==> src/rtl/conv_window_feeder.sv <==
`default_nettype none
// ============================================================================
// Module      : conv_window_feeder
// Description : Sweeps a WIDTH x HEIGHT convolution window over an
//               IN_W x IN_H feature map. For every output pixel it issues
//               one feature-memory and one weight-memory read per kernel tap.
//               The returned words go to the conv datapath two cycles after
//               issue, together with enables and pixel/tap tags.
// Ports       :
//   clk, rstn            clock, asynchronous active-low reset
//   start                one-cycle request to process a full map (IDLE only)
//   stall                downstream hold; freezes issue while high in RUN
//   fm_addr / fm_rdata   feature memory read port (1-cycle read latency)
//   wt_addr / wt_rdata   weight memory read port (1-cycle read latency)
//   in_data, in_factor   registered feature/weight words to the datapath
//   ena_conv, ena_adder  qualify in_data/in_factor
//   first_tap, last_tap  tap 0 / last tap of the current output pixel
//   pix_x, pix_y         output pixel the current tap belongs to
//   busy, done           high outside IDLE / one-cycle completion pulse
// Revision    : 1.0 - initial release
// ============================================================================
module conv_window_feeder #(
  parameter int BITWIDTH = 8,
  parameter int WIDTH    = 5,
  parameter int HEIGHT   = 5,
  parameter int CHANNEL  = 6,
  parameter int IN_W     = 12,
  parameter int IN_H     = 12,
  parameter int ADDR_W   = 8,
  localparam int OUT_W   = IN_W - WIDTH + 1,
  localparam int OUT_H   = IN_H - HEIGHT + 1,
  localparam int WT_AW   = ($clog2(WIDTH * HEIGHT) > 0) ? $clog2(WIDTH * HEIGHT) : 1,
  localparam int PXW     = ($clog2(OUT_W) > 0) ? $clog2(OUT_W) : 1,
  localparam int PYW     = ($clog2(OUT_H) > 0) ? $clog2(OUT_H) : 1,
  localparam int DW      = BITWIDTH * CHANNEL
) (
  input  logic              clk,
  input  logic              rstn,
  input  logic              start,
  input  logic              stall,
  output logic [ADDR_W-1:0] fm_addr,
  input  logic [DW-1:0]     fm_rdata,
  output logic [WT_AW-1:0]  wt_addr,
  input  logic [DW-1:0]     wt_rdata,
  output logic [DW-1:0]     in_data,
  output logic [DW-1:0]     in_factor,
  output logic              ena_conv,
  output logic              ena_adder,
  output logic              first_tap,
  output logic              last_tap,
  output logic [PXW-1:0]    pix_x,
  output logic [PYW-1:0]    pix_y,
  output logic              busy,
  output logic              done
);

  localparam int KXW = ($clog2(WIDTH) > 0) ? $clog2(WIDTH) : 1;
  localparam int KYW = ($clog2(HEIGHT) > 0) ? $clog2(HEIGHT) : 1;

  typedef enum logic [1:0] {
    S_IDLE  = 2'd0,
    S_RUN   = 2'd1,
    S_DRAIN = 2'd2,
    S_DONE  = 2'd3
  } state_t;

  state_t r_state;
  state_t w_state_nxt;

  // Window counters, innermost first: kx, ky, ox, oy
  logic [KXW-1:0] r_kx;
  logic [KYW-1:0] r_ky;
  logic [PXW-1:0] r_ox;
  logic [PYW-1:0] r_oy;

  logic           r_drain_cnt;

  logic           w_issue;
  logic           w_kx_end;
  logic           w_ky_end;
  logic           w_ox_end;
  logic           w_oy_end;
  logic           w_tap_first;
  logic           w_tap_last;
  logic           w_map_last;

  // Stage-1 pipeline: tags travel alongside the outstanding memory read
  logic           r_v1;
  logic           r_first1;
  logic           r_last1;
  logic [PXW-1:0] r_px1;
  logic [PYW-1:0] r_py1;

  assign w_issue     = (r_state == S_RUN) && !stall;
  assign w_kx_end    = (r_kx == KXW'(WIDTH - 1));
  assign w_ky_end    = (r_ky == KYW'(HEIGHT - 1));
  assign w_ox_end    = (r_ox == PXW'(OUT_W - 1));
  assign w_oy_end    = (r_oy == PYW'(OUT_H - 1));
  assign w_tap_first = (r_kx == '0) && (r_ky == '0);
  assign w_tap_last  = w_kx_end && w_ky_end;
  assign w_map_last  = w_tap_last && w_ox_end && w_oy_end;

  // Addresses follow the counters directly, so a stall holds them for free
  // and reset drives them to zero along with the counters.
  assign fm_addr = (ADDR_W'(r_oy) + ADDR_W'(r_ky)) * ADDR_W'(IN_W)
                 + ADDR_W'(r_ox) + ADDR_W'(r_kx);
  assign wt_addr = WT_AW'(r_ky) * WT_AW'(WIDTH) + WT_AW'(r_kx);

  assign busy = (r_state != S_IDLE);
  assign done = (r_state == S_DONE);

  // --------------------------------------------------------------------------
  // FSM
  // --------------------------------------------------------------------------
  always_ff @(posedge clk or negedge rstn) begin
    if (!rstn) begin
      r_state <= S_IDLE;
    end else begin
      r_state <= w_state_nxt;
    end
  end

  always_comb begin
    w_state_nxt = r_state;
    case (r_state)
      S_IDLE:  if (start) w_state_nxt = S_RUN;
      S_RUN:   if (w_issue && w_map_last) w_state_nxt = S_DRAIN;
      // Two drain cycles let the final tap clear the 2-stage pipeline
      S_DRAIN: if (r_drain_cnt) w_state_nxt = S_DONE;
      S_DONE:  w_state_nxt = S_IDLE;
      default: w_state_nxt = S_IDLE;
    endcase
  end

  always_ff @(posedge clk or negedge rstn) begin
    if (!rstn) begin
      r_drain_cnt <= 1'b0;
    end else if (r_state == S_DRAIN) begin
      r_drain_cnt <= ~r_drain_cnt;
    end else begin
      r_drain_cnt <= 1'b0;
    end
  end

  // --------------------------------------------------------------------------
  // Window counters
  // --------------------------------------------------------------------------
  always_ff @(posedge clk or negedge rstn) begin
    if (!rstn) begin
      r_kx <= '0;
      r_ky <= '0;
      r_ox <= '0;
      r_oy <= '0;
    end else if (r_state == S_IDLE) begin
      r_kx <= '0;
      r_ky <= '0;
      r_ox <= '0;
      r_oy <= '0;
    end else if (w_issue) begin
      if (!w_kx_end) begin
        r_kx <= r_kx + KXW'(1);
      end else begin
        r_kx <= '0;
        if (!w_ky_end) begin
          r_ky <= r_ky + KYW'(1);
        end else begin
          r_ky <= '0;
          if (!w_ox_end) begin
            r_ox <= r_ox + PXW'(1);
          end else begin
            r_ox <= '0;
            if (!w_oy_end) begin
              r_oy <= r_oy + PYW'(1);
            end else begin
              r_oy <= '0;
            end
          end
        end
      end
    end
  end

  // --------------------------------------------------------------------------
  // Stage 1: tags wait while memories return data (tags forced to 0 unless
  // a tap was issued, so the output tags are clean on idle cycles)
  // --------------------------------------------------------------------------
  always_ff @(posedge clk or negedge rstn) begin
    if (!rstn) begin
      r_v1     <= 1'b0;
      r_first1 <= 1'b0;
      r_last1  <= 1'b0;
      r_px1    <= '0;
      r_py1    <= '0;
    end else begin
      r_v1     <= w_issue;
      r_first1 <= w_issue && w_tap_first;
      r_last1  <= w_issue && w_tap_last;
      r_px1    <= w_issue ? r_ox : '0;
      r_py1    <= w_issue ? r_oy : '0;
    end
  end

  // --------------------------------------------------------------------------
  // Stage 2: capture memory data; words hold when no tap is delivered
  // --------------------------------------------------------------------------
  always_ff @(posedge clk or negedge rstn) begin
    if (!rstn) begin
      in_data   <= '0;
      in_factor <= '0;
      ena_conv  <= 1'b0;
      ena_adder <= 1'b0;
      first_tap <= 1'b0;
      last_tap  <= 1'b0;
      pix_x     <= '0;
      pix_y     <= '0;
    end else begin
      ena_conv  <= r_v1;
      ena_adder <= r_v1;
      first_tap <= r_first1;
      last_tap  <= r_last1;
      pix_x     <= r_px1;
      pix_y     <= r_py1;
      if (r_v1) begin
        in_data   <= fm_rdata;
        in_factor <= wt_rdata;
      end
    end
  end

endmodule
`default_nettype wire

==> config.mk <==
export PLATFORM = sky130hd
export DESIGN_NAME = conv_window_feeder
export DESIGN_NICKNAME = d
export VERILOG_FILES = /design/src/rtl/conv_window_feeder.sv
export SDC_FILE = /design/constraint.sdc
export NUM_CORES = 1
export LEC_CHECK = 0
export ABC_AREA = 1
export ABC_CLOCK_PERIOD_IN_PS = 5700
export CAP_MARGIN = 15
export CORE_MARGIN = 3
export CORE_UTILIZATION = 30
export CTS_CLUSTER_DIAMETER = 80
export DETAILED_ROUTE_END_ITERATION = 8
export GPL_TIMING_DRIVEN = 0
export PLACE_DENSITY = 0.66
export SLEW_MARGIN = 20
export SYNTH_ARGS = -nofsm -noshare
export SYNTH_HDL_FRONTEND = slang
export SYNTH_SLANG_ARGS = --single-unit
==> constraint.sdc <==
create_clock -name clk -period 5.7 [get_ports clk]
set_input_delay 1.14 -clock clk [delete_from_list [all_inputs] [get_ports clk]]
set_output_delay 1.14 -clock clk [all_outputs]
set_load 0.05 [all_outputs]
==> results.md <==
* Leak Pwr at 0.004059 uW
* Most frequent cells in the layout: clkdlybuf4s50_1, dfrtp_1, mux2_2, nand2_1, mux2_4
* Residual DRC count at 0
* Final Setup Violations at 0
* # H-tree levels at 4
* Register area at 3228 um2
* Final GP Congestion at 0.8361
* Via Count at 4,115
* First-pass GRT wire length at 24,470 um
* Synth-to-layout area growth at 53.57%
* GRT Total Usage at 14.55%
* Ys Warns at 0
* Row cnt at 50
* Routed vias/inst at 4.373
* Setup Fix Bufs, Post-CTS at 0
* Routed len/inst at 15.99 um
* Highest ir drop seen on vdd at 0.3409 mV
* Kind of critical path: reg -> out
* Pin count of the biggest net entering global routing at 73
* Die area at 21,070 um2
* Final Util at 47.23%
* Crit path time final at 4934 ps
* Filler Cell Count at 1,702
* Boundary Pins at 221
* Critical-path maximum fanout at 5
* Status: completed
* Hold WC Path Type: reg -> reg
* Hold Buf Count CTS at 0
* Largest family of logic cells by synthesized area: multiplexers
* Top cell type's share of synthesized area at 55.56%
* Max-slew violations at 0
* Synth Register Bits at 129
* Core area at 18,890 um2
* Clock Skews at 5.910 ps
* PD cells at 685.8 nW/um2
* Share of layout cells above drive strength 1 at 21.88%
* Max Clk Rate at 202.7 MHz
* ANT cells at 0
* Largest cells by area after synthesis: dfrtp_1, mux2_2, mux2_4
* Least-Margin Pin Slew at 562.0 ps
* Initial DRC Count at 127
* Die Ht at 145.2 um
* Part of the cycle the worst path needs at 86.55%
* Post-Place Worst Slack at 1227 ps
* Post-DP HPWL at 11,780 um
* Synth Instances at 429
* Commonest non-fill, non-tap cell in the layout: clkdlybuf4s50_1
* Die Wd at 145.2 um
* Post-synthesis simple-gate area fraction at 6.697%
* # nets final at 806
* Final WL at 15,050 um
* Post-Synth XOR/XNOR Area at 0.9044%
* Cell area after synthesis at 5811 um2
* Initial antenna violation count at 0
* GRT overflow at 0
* TritonCTS clock tree: yes
* Vias in the first global route at 4,454
* CTS sink count at 129
* Crit path DAT at 3790 ps
* Rel. slew slack at 62.42%
* Multi-input logic area at 2276 um2
* Max cap viols at 0
* RSZ-0062 raised after global routing: no
* Setup ws final at 766.4 ps
* Antenna-violating nets left at 0
* Synth unique cells at 27
* Critical path required time at 4560 ps
* Synth area leader: dfrtp_1
* Critical Path Source Type: flip-flop
* Syn Nets at 566
* Sequential area share after synthesis at 55.56%
* TNS Setup at 0 ps
* Mapped Avg Cell Area at 13.54 um2
* Final Hold Viols at 0
* Total chip power at 6120 uW
* Clock slew at reported path FFs at 60 ps
* CTS buffer count at 17
* Area fraction in compound gates after synthesis at 1.766%
* IO Port Bufs at 220
* Starting Density at 30.75%
* Clk Latency, worst-skew pair at 400 ps
* WHS at 346.7 ps
* Multiplexer share of the synthesized area at 21.19%
* Root buffer cell: clkbuf_16
* DR pass1 iterations at 4
* Synth Area in Adders at 8.613%
* Crit. End Element: output port
* CTS Buffer Depth at 2
* # resized after CTS at 0
-- sequential cells by signal, summed over array words and instances (netlist names) --
signal	cells
r_state	2
in_factor	48
in_data	48
r_ox	3
r_oy	3
last_tap	1
r_first1	1
r_py1	3
ena_adder	1
first_tap	1
r_ky	3
r_kx	3
r_v1	1
r_last1	1
r_drain_cnt	1
pix_y	3
pix_x	3
r_px1	3
-- through the flow --
stage / cell area, um2 / cells
6_report: 8924 / 941
3_5_place_dp: 8367 / 910
2_1_floorplan: 5811 / 429
3_3_place_gp: 8338 / 909
5_1_grt: 8924 / 941
4_1_cts: 8924 / 941
-- cell usage after synthesis --
cell type / n
o21ai_1: 3
buf_2: 5
buf_12: 4
xor2_1: 3
inv_1: 37
dfrtp_1: 129
clkbuf_8: 1
a21oi_1: 5
nand3_1: 17
fa_1: 5
o21ai_0: 8
mux2_2: 56
ha_1: 32
o21ai_4: 1
nand2_1: 45
buf_8: 1
buf_6: 2
nor2_1: 20
inv_2: 1
nor3_1: 1
mux2_4: 40
buf_4: 1
o22ai_1: 1
nor2_4: 1
xnor2_1: 3
nand2_2: 4
nand4_1: 3
-- critical path, cell delays in order (launching register included) --
cell and delay [ps]:
dfrtp_1 440, ha_1 210, inv_1 60, fa_1 490
inv_1 90, ha_1 260, fa_1 600, nand2_1 90
nor2_1 180, nand3_1 100, nand2_1 80, clkdlybuf4s50_1 790
-- kinds of logic (layout without fill, tap and decap cells) --
| kind of cell | Yosys count | count (layout) |
|---|---|---|
| DFF | 129 | 129 |
| muxes | 96 | 96 |
| and+or+nand+nor | 91 | 91 |
| buffers and inverters | 52 | 304 |
| adders and majority gates | 37 | 37 |
| AOI/OAI and AO/OA | 18 | 18 |
| xor gates and xnor gates | 6 | 6 |
-- layout make-up --
class                      instances  area share [%]
tap                              260           3.646
clock inverter                    10          0.9675
buffer                            14           1.837
inverter                          38           1.598
timing repair buffer             221           25.00
clock buffer                      21           5.272
multi-input combinational        248           25.50
sequential                       129           36.18
-- layer usage --
metal  GRT usage (%)  up-vias  part of all wire [%]
met3           4.903       23                   6.7
li1                -     1919                     -
met2           25.80      164                    52
met1           16.40     2009                    39
met5               0        -                     0
met4           4.986        0                   1.6
-- path summary, 6_finish.rpt --
| path | end | slack, ps | depth (start not counted) | startpoint |
|---|---|---|---|---|
| worst max-delay path | fm_addr[7] | 770 | 11 | r_ky[0] |
| worst min-delay path | pix_x[0] | 350 | 0 | r_px1[0] |
| worst max register to register | r_state[1] | 4110 | 10 | r_state[1] |
| worst min register to register | pix_x[0] | 350 | 0 | r_px1[0] |
| max in group asynchronous | last_tap | 4260 | 2 | rstn |
| min in group asynchronous | in_factor[1] | 700 | 1 | rstn |
-- where the power goes --
part | total [uW] | internal [uW] | switching, uW | leakage, uW
registers | 1530 | 1310 | 219 | 0.00158
logic | 3570 | 1370 | 2210 | 0.00220
clock network | 1010 | 628 | 385 | 0.000270
total | 6120 | 3310 | 2810 | 0.00406
Note: power is estimated with default switching activity, not from simulation.
